--- src/rtl/clk_div_pkg.sv ---
// Shared types and constants for the run-time clock divider controller.
package clk_div_pkg;
  localparam int DEF_CNT_W = 8;
  localparam int MIN_DIV   = 2;

  typedef enum logic [2:0] {
    ST_STOP       = 3'd0,
    ST_RUN        = 3'd1,
    ST_PEND       = 3'd2,
    ST_DRAIN      = 3'd3,
    ST_DRAIN_PEND = 3'd4
  } state_e;
endpackage

--- src/rtl/clk_div_counter_core.sv ---
// Wrap counter plus registered divided-clock phase; both forced low while stopped or cleared.
module clk_div_counter_core #(
  parameter int CNT_W = 8
) (
  input  logic             clk,
  input  logic             run,
  input  logic             clear,
  input  logic [CNT_W-1:0] div,
  output logic [CNT_W-1:0] count,
  output logic             count_end,
  output logic             div_clk
);
  localparam logic [CNT_W-1:0] ONE = CNT_W'(1);

  logic [CNT_W-1:0] count_q, count_d;
  logic             div_clk_q, div_clk_d;

  always_comb begin
    count_end = run && (count_q == (div - ONE));
    count_d   = count_q;
    div_clk_d = 1'b0;
    if (clear || !run) begin
      count_d = '0;
    end else begin
      count_d   = count_end ? '0 : count_q + ONE;
      // Odd ratios give the high phase the extra cycle.
      div_clk_d = (count_q >= (div >> 1));
    end
  end

  always_ff @(posedge clk) begin
    count_q   <= count_d;
    div_clk_q <= div_clk_d;
  end

  assign count   = count_q;
  assign div_clk = div_clk_q;
endmodule

--- src/rtl/clk_div_ctrl.sv ---
// Start/stop and ratio-change sequencer; every change lands on a counter wrap.
// Handshake: a ratio transfers on any edge where i_div_valid && o_div_ready; ready depends only on state.
module clk_div_ctrl
  import clk_div_pkg::*;
#(
  parameter int CNT_W   = DEF_CNT_W,
  parameter int DEF_DIV = 8
) (
  input  logic             clk,
  input  logic             reset,
  input  logic             i_en,
  input  logic             i_div_valid,
  input  logic [CNT_W-1:0] i_div,
  output logic             o_div_ready,
  output logic             o_div_clk,
  output logic [CNT_W-1:0] o_count,
  output logic             o_count_end,
  output logic             o_busy,
  output logic             o_err,
  output state_e           o_dbg_state
);
  localparam logic [CNT_W-1:0] DEF_DIV_V = CNT_W'(DEF_DIV);
  localparam logic [CNT_W-1:0] MIN_DIV_V = CNT_W'(MIN_DIV);

  state_e           state_q, state_d;
  logic [CNT_W-1:0] cur_div_q, cur_div_d;
  logic [CNT_W-1:0] pend_div_q, pend_div_d;
  logic             err_q, err_d;
  logic             count_end;
  logic             xfer, legal;

  assign o_div_ready = (state_q == ST_STOP) || (state_q == ST_RUN);
  assign xfer        = i_div_valid && o_div_ready;
  assign legal       = (i_div >= MIN_DIV_V);

  always_comb begin
    state_d    = state_q;
    cur_div_d  = cur_div_q;
    pend_div_d = pend_div_q;
    err_d      = xfer && !legal;
    unique case (state_q)
      ST_STOP: begin
        if (xfer && legal) cur_div_d = i_div;
        if (i_en) state_d = ST_RUN;
      end
      ST_RUN: begin
        if (xfer && legal) begin
          pend_div_d = i_div;
          state_d    = i_en ? ST_PEND : ST_DRAIN_PEND;
        end else if (!i_en) begin
          state_d = ST_DRAIN;
        end
      end
      ST_PEND: begin
        if (count_end) begin
          cur_div_d = pend_div_q;
          state_d   = i_en ? ST_RUN : ST_DRAIN;
        end else if (!i_en) begin
          state_d = ST_DRAIN_PEND;
        end
      end
      ST_DRAIN: begin
        // An enable seen at or before the wrap cancels the stop.
        if (count_end) state_d = i_en ? ST_RUN : ST_STOP;
        else if (i_en) state_d = ST_RUN;
      end
      ST_DRAIN_PEND: begin
        if (count_end) begin
          cur_div_d = pend_div_q;
          state_d   = i_en ? ST_RUN : ST_STOP;
        end else if (i_en) begin
          state_d = ST_PEND;
        end
      end
      default: state_d = ST_STOP;
    endcase
  end

  always_ff @(posedge clk) begin
    if (reset) begin
      state_q    <= ST_STOP;
      cur_div_q  <= DEF_DIV_V;
      pend_div_q <= DEF_DIV_V;
      err_q      <= 1'b0;
    end else begin
      state_q    <= state_d;
      cur_div_q  <= cur_div_d;
      pend_div_q <= pend_div_d;
      err_q      <= err_d;
    end
  end

  clk_div_counter_core #(.CNT_W(CNT_W)) u_core (
    .clk       (clk),
    .run       (state_q != ST_STOP),
    .clear     (reset),
    .div       (cur_div_q),
    .count     (o_count),
    .count_end (count_end),
    .div_clk   (o_div_clk)
  );

  assign o_count_end = count_end;
  assign o_busy      = (state_q != ST_STOP);
  assign o_err       = err_q;
  assign o_dbg_state = state_q;
endmodule

--- config.mk ---
export PLATFORM = sky130hd
export DESIGN_NAME = clk_div_ctrl
export DESIGN_NICKNAME = d
export VERILOG_FILES = /design/src/rtl/clk_div_pkg.sv /design/src/rtl/clk_div_counter_core.sv /design/src/rtl/clk_div_ctrl.sv
export SDC_FILE = /design/constraint.sdc
export NUM_CORES = 1
export LEC_CHECK = 0
export BUFFER_PORTS_ARGS = -buffer_cell sky130_fd_sc_hd__buf_2
export CAP_MARGIN = 20
export CORE_MARGIN = 4
export CORE_UTILIZATION = 55
export DETAILED_ROUTE_END_ITERATION = 12
export PLACE_DENSITY = 0.76
export SYNTH_ARGS = -nofsm -noshare
export SYNTH_HDL_FRONTEND = slang
export SYNTH_SLANG_ARGS = --single-unit
--- constraint.sdc ---
create_clock -name clk -period 2.8 [get_ports clk]
set_clock_uncertainty 0.2 [all_clocks]
set_input_delay 0.7 -clock clk [delete_from_list [all_inputs] [get_ports clk]]
set_output_delay 0.7 -clock clk [all_outputs]
set_load 0.005 [all_outputs]
==> results.md, run 1 <==
* Status: finished, final reports clean
* Max Cap Viol at 0
* Gr usage total at 0.213
* Vias at 1,614
* Drt pass-1 iters at 5
* Slew headroom at 0.566
* Largest net degree at the start of global routing at 24
* Cells after synthesis at 196
* Worst Path Required at 1.90 ns
* Synth-to-layout area growth at 16.3%
* Crit-path max FO at 5
* Fillers at 256
* Initial antenna violation count at 0
* Lkg Pwr at 0.843 nW
* Count of pins over their slew limit at 0
* Antenna Cells at 0
* CTS Buf Count at 5
* Final hold viol count at 0
* I/O Pins at 28
* Synth Flop Type: dfxtp_1
* Netlist cell types at 47
* Crit path setup slack, layout at 0.0675 ns
* Starting density of the core at 0.578
* Post-synthesis register bit count at 29
* Hold WS at 0.300 ns
* CP arrival at about 1.8 ns
* Detail Placement HPWL at 3.11 mm
* Setup crit end kind: primary output
* Deepest clock path buffer count at 2
* Final instance area at 2070 sq um
* Root Driver: clkbuf_4
* Routed len/inst at 15.8 um
* Worst Tran Pin Value at about 0.65 ns
* Row Count at 20
* Core Box Area at 3080 sq um
* Share of cells above drive strength 1 at 0.303
* Worst-Skew Late Latency at 0.34 ns
* Port Buffers at 27
* Clock transition at path regs at 0.09 ns
* Class of the worst hold path: reg2reg
* Post-synth ARST share at 0
* Vias/cell at 5.93
* Yosys warns at 0
* Post-synth EDFFs at 0
* Average cell area after synthesis at approximately 9.1 sq um
* Die span in x at 64.9 um
* # setup viols final at 0
* Post-CTS Hold Fix Bufs at 0
* H-Tree Depth at 2
* Peak Freq at 0.366 GHz
* Worst vdd ir at 0.320 mV
* GP Congestion at 0.853
* Vias in the first global route at 1,561
* Post-synthesis sequential area ratio at 0.326
* Fin crit share at 0.976
* Worst Setup Path Type: reg2out
* Most common cell after layout, fill and taps aside: buf_2
* Die area at 4210 sq um
* First-pass GRT wire length at 6.93 mm
* Detail Route Antenna Nets at 0
* Post-route DRC at 0
* Most frequent cells in the layout: buf_2 (27), dfxtp_1 (25), nor2_1 (23), nor3_1 (12), inv_1 (11)
* Critical path startpoint category: flip-flop
* Period minus WS final at around 2.7 ns
* Routed WL at 4.29 mm
* Initial drt markers at 74
* Sink Count at 29
* CTS tree: done
* PwrDens at ~500 nW/um^2
* Setup slack at placement at roughly 0.07 ns
* Post-synthesis net count at 217
* Chip height at 64.9 um
* GRT Residual Overflow at 0
* Synthesized area at 1780 sq um
* Final nets at 248
* Dpl cell area at 1930 sq um
[sequential cells by signal, indices dropped and copies added (netlist names)]
name	count
o_err	1
u_core.div_clk	1
cur_div_q	8
u_core.count	8
o_dbg_state	3
pend_div_q	8
[worst paths after layout]
kind                  from            end  slack (ns)  depth (start not counted)
max reg2reg   cur_div_q[5]   cur_div_q[1]        0.37                          8
min reg2reg  pend_div_q[2]  pend_div_q[2]        0.30                          2
min          pend_div_q[2]  pend_div_q[2]        0.30                          2
max           cur_div_q[2]    o_count_end        0.07                          5
[cells in the mapped netlist, drive strengths merged, types with 5 or more instances]
master | number | area, sq um
a211oi | 9 | 67.6
a21oi | 5 | 25.0
buf | 6 | 42.5
dfxtp | 29 | 581
ha | 9 | 113
inv | 13 | 48.8
mux2 | 8 | 90.1
mux2i | 7 | 70.1
nand3 | 6 | 30.0
nor2 | 24 | 92.6
nor3 | 14 | 75.1
nor4 | 6 | 80.1
o21ai | 5 | 28.8
xnor2 | 10 | 87.6
xor2 | 8 | 70.1
[per-layer routing]
layer  up-vias  wire length, um  share of wire  GRT usage
met5         -                0              0          0
met4         0              106          0.025     0.0844
met3        15              263          0.061     0.0589
met2        62             2160           0.50      0.364
met1       779             1750           0.41      0.251
li1        758                -              -          -
[stage by stage]
step / util / setup TNS, ns / total power, W / std cells
floorplan: - / 0 / 0.000700 / 196
global placement: 0.626 / 0 / 0.000755 / 259
detailed placement: 0.626 / 0 / 0.000775 / 259
CTS: 0.647 / 0 / 0.00102 / 268
global route: 0.673 / -0.0233 / 0.00112 / 272
finish: 0.673 / 0 / 0.00106 / 272
[worst max-delay path, cell delays in order, from the launching register on]
cell      delay, ns
dfxtp_1        0.52
nor3_4         0.10
a221o_1        0.36
nand2_1        0.15
o2111a_1       0.25
buf_2          0.12
[timing repair]
item | 4_1_cts | 5_1_grt
pin swaps | 2 | 5
setup buffers | 1 | 5
gates cloned | 0 | 0
setup endpoints to repair | 1 | 1
resized for setup | 4 | 13
[area by class of cell]
type	instances	area (sq um)	area share
tap	44	55.1	0.0266
inverter	13	51.3	0.0248
multi-input combinational	144	1140	0.549
clock buffer	8	48.8	0.0236
sequential	29	591	0.285
timing repair buffer	34	188	0.0906
[cells by family after synthesis]
logic type,after synthesis,synth area share
compound gates,33,0.145
fa+ha+maj,9,0.0632
mux,15,0.0900
simple gates,69,0.226
flops,29,0.326
buf+inv,23,0.0604
xor+xnor,18,0.0885
[report_power, final]
group | total, W | internal [W] | switching, W
combinational | 0.000331 | 0.000156 | 0.000175
clock | 0.000243 | 0.0000998 | 0.000143
sequential | 0.000489 | 0.000443 | 0.0000451
total | 0.00106 | 0.000699 | 0.000364
No activity file was read; power rests on OpenSTA's default activity.
==> inputs of run 2 (changes only) <==
- ABC_AREA: unset -> 1
- PLACE_DENSITY: 0.76 -> 0.75
==> run 2 against run 1 <==
Effect of this change:
- global-route usage down 2.2 points
- clock-buffer cell count down 1
- sequential power about the same
- area after synthesis up 4.7%
- register-to-register slack better by 0.21 ns
- worst hold slack worse by 0.040 ns
- sequential share of layout area down 0.93 points
- clock power up 8%
- die area up 4.1%
- worst setup slack better by 0.088 ns
- critical endpoint unchanged
- highest routed layer unchanged
==> results.md, run 2 <==
* Vias/cell at 4.91
* Sink Count at 29
* Gr usage total at 0.191
* Largest net degree at the start of global routing at 17
* Worst path max stage delay at 0.34 ns
* Routed len/inst at 11.0 um
* Post-CTS Hold Fix Bufs at 0
* Clock transition at path regs at approximately 0.090 ns
* Vias in the first global route at 1,483
* Fin crit share at 0.944
* Worst hold start: pend_div_q[6]
* Fin cells at 355
* Dpl cell area at approximately 2000 sq um
* Routed WL at 3.90 mm
* Synth-to-layout area growth at 12.9%
* Die area at 4390 sq um
* Worst-Skew Late Latency at 0.33 ns
* CP arrival at ~1.7 ns
* Port Buffers at 27
* Core Box Area at 3150 sq um
* Worst Tran Pin Value at 0.783 ns
* Setup_tns at 0 ns
* RSZ-0062 raised after global routing: false
* Detail Route Antenna Nets at 0
* Post-synthesis net count at 302
* Reg area at between 500 and 600 sq um
* Vias at 1,744
* Peak Freq at 0.378 GHz
* Initial antenna violation count at 0
* Deepest clock path buffer count at 2
* Post-synth ARST share at 0
* Antenna Cells at 0
* Post-route DRC at 0
* Initial drt markers at just under 80
* Lkg Pwr at 1.04 nW
* CTS tree: done
* Drt pass-1 iters at 4
* Post-synth EDFFs at 0
* Reg2reg start: o_dbg_state[1]
* Post-synthesis sequential area ratio at 0.311
* Synth Flop Type: dfxtp_1
* Count of pins over their slew limit at 0
* Post-synth top cells: nand2_1 (68), inv_1 (35), dfxtp_1 (29), nor2_1 (29), o21ai_0 (22)
* Worst Path Required at 1.90 ns
* Post-synthesis register bit count at 29
* Final hold viol count at 0
* GP Congestion at 0.867
* Max Cap Viol at 0
* CTS Buf Count at 5
* Row Count at 20
* Worst vdd ir at 0.396 mV
* Root Driver: clkbuf_4
* CP max-delay cell: dfxtp_1
* Area of the multi-input gates at 1110 sq um
* Dpl cells at 347
* Synthesized area at 1860 sq um
* Period minus WS final at 2.64 ns
* Critical path startpoint category: flip-flop
* Starting density of the core at 0.591
* Final nets at 332
* Yosys warns at 0
* Critical Path Source: cur_div_q[1]
* Most common cell after layout, fill and taps aside: nand2_1
* Status: finished, final reports clean
* Class of the worst hold path: reg2reg
* First-pass GRT wire length at 6.49 mm
* CP dominant cell by count: nand3_1
* PwrDens at 549 nW/um^2
* Die span in x at 66.2 um
* H-Tree Depth at 2
* Final instance area at between 2000 and 2500 sq um
* Most common cell in the netlist: nand2_1
* Post-synth top area share at 0.311
* I/O Pins at 28
* # setup viols final at 0
* Detail Placement HPWL at just over 3 mm
* Fillers at 318
* Worst Setup Path Type: reg2out
* Chip height at roughly 66 um
* Setup crit end kind: primary output
* Netlist cell types at 35
* Worst path cell trace: inv_1 -> ha_4 -> nand3_1 -> nor2_1 -> nand2_1 -> nand2_2 -> nand3_1 -> nor2_2 -> buf_2
* Share of cells above drive strength 1 at 0.219
* GRT Residual Overflow at 0
* Crit-path max FO at 4
* Average cell area after synthesis at approximately 6.6 sq um
* Most frequent cells in the layout: nand2_1 (67), inv_1 (34), dfxtp_1 (29), nor2_1 (28), buf_2 (27)
* Largest cells by area after synthesis: dfxtp_1 (31%), nand2_1 (14%), inv_1 (7.0%), ha_1 (6.0%), o21ai_0 (5.9%)
* Slew headroom at 0.476
* Hold WS at 0.260 ns
* Largest area contributor in the netlist: dfxtp_1
* Cells after synthesis at 281
run 2: cell types whose count changed after synthesis, sizes merged, moves of 5 or more:
| cell | delta |
|---|---|
| nand2 | +76 |
| nor2 | +11 |
| mux2i | -7 |
| o21ai | +19 |
| nor3 | -9 |
| xor2 | -5 |
| xnor2 | -5 |
| mux2 | -8 |
| a21oi | +12 |
| nand3 | +8 |
| inv | +29 |
| a211oi | -9 |
run 2: layout make-up:
class | count | area share
Tap cell | 44 | 0.0262
Sequential cell | 29 | 0.276
Multi-Input combinational cell | 205 | 0.529
Clock buffer | 7 | 0.0262
Timing Repair Buffer | 28 | 0.0678
Inverter | 42 | 0.0749
run 2: worst max-delay path, delay by kind of cell, from the launching register on:
| kind | cells | cell delay, ns |
|---|---|---|
| DFF | 1 | 0.34 |
| buffers and inverters | 2 | 0.25 |
| and+or+nand+nor | 6 | 0.68 |
| adders and majority gates | 1 | 0.16 |
run 2: path summary, 6_finish.rpt:
kind	endpoint	cells after the start	slack, ns
hold reg to reg	pend_div_q[6]	2	0.26
hold / removal	pend_div_q[6]	2	0.26
setup / recovery	o_count_end	9	0.16
setup reg to reg	cur_div_q[6]	8	0.58
run 2: logic make-up after synthesis:
logic type / share of synthesized area
and+or+nand+nor: 0.345
xor gates and xnor gates: 0.0376
AOI/OAI and AO/OA: 0.145
buffers and inverters: 0.101
DFF: 0.311
adders and majority gates: 0.0604
run 2: report_power, final:
group / switching [W] / internal [W] / total, W / leakage, nW
Clock: 0.000144 / 0.000118 / 0.000262 / 0.0314
Combinational: 0.000258 / 0.000148 / 0.000406 / 0.769
Sequential: 0.0000359 / 0.000451 / 0.000487 / 0.237
run 2: routing by layer:
| metal | routed length (um) | track usage | up-vias | share of wire |
|---|---|---|---|---|
| li1 | - | - | 957 | - |
| met1 | 1960 | 0.261 | 741 | 0.50 |
| met2 | 1670 | 0.295 | 39 | 0.43 |
| met3 | 192 | 0.0357 | 7 | 0.049 |
| met4 | 64 | 0.0761 | 0 | 0.016 |
| met5 | 0 | 0 | - | 0 |
run 2: timing repair:
action	4_1_cts	5_1_grt
gates resized for setup	0	5
setup endpoints to repair	0	1
buffers inserted	0	1
run 2: stage by stage:
step / power (W) / setup slack [ns] / utilization
after global routing: 0.00125 / 0.00679 / 0.667
after global placement: 0.000885 / 0.429 / 0.642
after CTS: 0.00115 / 0.0156 / 0.660
after detailed placement: 0.000891 / 0.374 / 0.642
final: 0.00115 / 0.156 / 0.667
after floorplan: 0.000809 / 0.654 / -
==> inputs of run 3 (changes only) <==
- CORE_UTILIZATION: 55 -> 56
- PLACE_DENSITY: 0.75 -> 0.77
==> run 3 against run 2 <==
Effect of this change:
- utilization is 0.094 points higher
- wire length is 0.64% lower
- largest power group unchanged
- design area is 0.65% lower
- clock-buffer cell count is 1 higher
- maximum frequency is 1.1% lower
- largest cell class unchanged
- global-route usage is 0.99 points higher
- critical endpoint unchanged
==> results.md, run 3 (synthesis results as in run 2) <==
* Sw Ratio at 0.386
* Detail Route Antenna Nets at 0
* Status: finished, final reports clean
* Worst Tran Pin Value at about 0.76 ns
* PwrDens at 545 nW/um^2
* # setup viols final at 0
* Share of cells above drive strength 1 at 0.215
* Reg2reg start: o_dbg_state[1]
* Final core utilization at 0.668
* Sink Count at 29
* Logic pwr share at 0.356
* Reg2reg setup slack at 0.58 ns
* Chip height at 65.7 um
* Peak Freq at between 0.3 and 0.4 GHz
* Drt pass-1 iters at 5
* Post-CTS Hold Fix Bufs at 0
* Routed len/inst at approximately 11 um
* Setup_tns at 0 ns
* Root Driver: clkbuf_4
* Setup crit end kind: primary output
* Worst reg2reg endpoint: cur_div_q[1]
* Die span in x at 65.7 um
* Lkg Pwr at 1.03 nW
* Max Cap Viol at 0
* Class of the worst hold path: reg2reg
* Crit-path max FO at 4
* Antenna Cells at 0
* Critical path startpoint category: flip-flop
* GP Congestion at 0.836
* GRT Residual Overflow at 0
* Period minus WS final at approximately 2.7 ns
* CP max-delay cell: dfxtp_2
* R2R depth at 8
* Sequential share of power at 0.428
* Worst hold start: pend_div_q[5]
* Gr usage total at 0.201
* Hold Crit Depth at 2
* Deepest clock path buffer count at 2
* Worst Path Required at 1.90 ns
* Die area at 4320 sq um
* First-pass GRT wire length at 6.69 mm
* Routed WL at approximately 3.9 mm
* RSZ-0062 raised after global routing: false
* Final nets at around 330
* CP arrival at 1.77 ns
* Core Box Area at 3130 sq um
* Worst vdd ir at 0.277 mV
* Final hold viol count at 0
* Worst path max stage delay at ~0.34 ns
* Hold path endpoint: pend_div_q[5]
* Worst-Skew Late Latency at 0.33 ns
* H-Tree Depth at 2
* Post-CTS repair timing setup buffer count at 0
* CTS tree: done
* Slew headroom at 0.492
* Vias/cell at 4.94
* P_int at 0.000699 W
* Worst path cell trace: inv_1 -> ha_4 -> nand3_1 -> nor2_1 -> nand2_1 -> nand2_1 -> nand3_1 -> nor2_2 -> buf_2
* Clock power frac at 0.216
* Initial antenna violation count at 0
* Initial drt markers at 81
* Worst Setup Path Type: reg2out
* Port Buffers at 27
* Vias in the first global route at 1,535
* Fin crit share at 0.955
* Vias at 1,754
* Synth-to-layout area growth at 12.1%
* Most frequent cells in the layout: nand2_1 (68), inv_1 (34), nor2_1 (28), dfxtp_1 (27), buf_2 (27)
* Row Count at 20
* Count of pins over their slew limit at 0
* Most common cell after layout, fill and taps aside: nand2_1
* Largest net degree at the start of global routing at 17
* Detail Placement HPWL at 2.98 mm
* Starting density of the core at 0.596
* I/O Pins at 28
* Post-route DRC at 0
* Clock transition at path regs at 0.09 ns
* CTS Buf Count at 5
* Psw at between 0.0004 and 0.0005 W
## run 3: worst max path at each step
stage                             from           to  slack, ns  depth (start not counted)
after floorplan           cur_div_q[0]  o_count_end       0.65                          9
after global placement    cur_div_q[0]  o_count_end       0.43                         10
after detailed placement  cur_div_q[0]  o_count_end       0.37                          9
after CTS                 cur_div_q[0]  o_count_end       0.05                          9
after global routing      cur_div_q[1]  o_count_end       0.02                          9
final                     cur_div_q[1]  o_count_end       0.13                          9
## run 3: metrics by stage
stage	area, sq um	hold slack, ns	total power (W)	worst slack, ns	std cells
finish	2090	0.254	0.00114	0.126	355
global route	2090	0.290	0.00124	0.0192	355
CTS	2080	0.258	0.00114	0.0509	355
detailed placement	2020	0.245	0.000889	0.372	347
global placement	2020	0.240	0.000884	0.435	347
floorplan	1860	0.224	0.000809	0.654	281
## run 3: area by class of cell
cell class | instances | area, sq um
Clock buffer | 8 | 48.8
Fill cell | 296 | 1040
Inverter | 42 | 158
Multi-Input combinational cell | 205 | 1110
Sequential cell | 29 | 583
Tap cell | 44 | 55.1
Timing Repair Buffer | 27 | 135
## run 3: per-layer routing
metal	track usage	part of all wire	vias to the layer above
li1	-	-	952
met1	0.264	0.50	766
met2	0.298	0.44	30
met3	0.0615	0.047	6
met4	0.0959	0.017	0
met5	0	0	-
## run 3: worst max-delay path, delay by kind of cell, from the launching register on
family	cells	cell delay, ns
flip-flops	1	0.34
AND/OR/NAND/NOR	6	0.69
adder cells (fa/ha/maj)	1	0.16
buffers and inverters	2	0.25
## run 3: power groups by stage
stage	Clock (W)	Sequential [W]	Combinational (W)
3_3_place_gp	0	0.000495	0.000389
6_report	0.000246	0.000488	0.000405
5_1_grt	0.000278	0.000494	0.000471
3_5_place_dp	0	0.000496	0.000393
4_1_cts	0.000256	0.000486	0.000397
2_1_floorplan	0	0.000490	0.000319
## run 3: repair_timing
action	CTS	global route
gates cloned	0	0
setup endpoints to repair	1	1
endpoints found under the hold margin	0	0
pin swaps	0	2
gates resized for setup	1	5
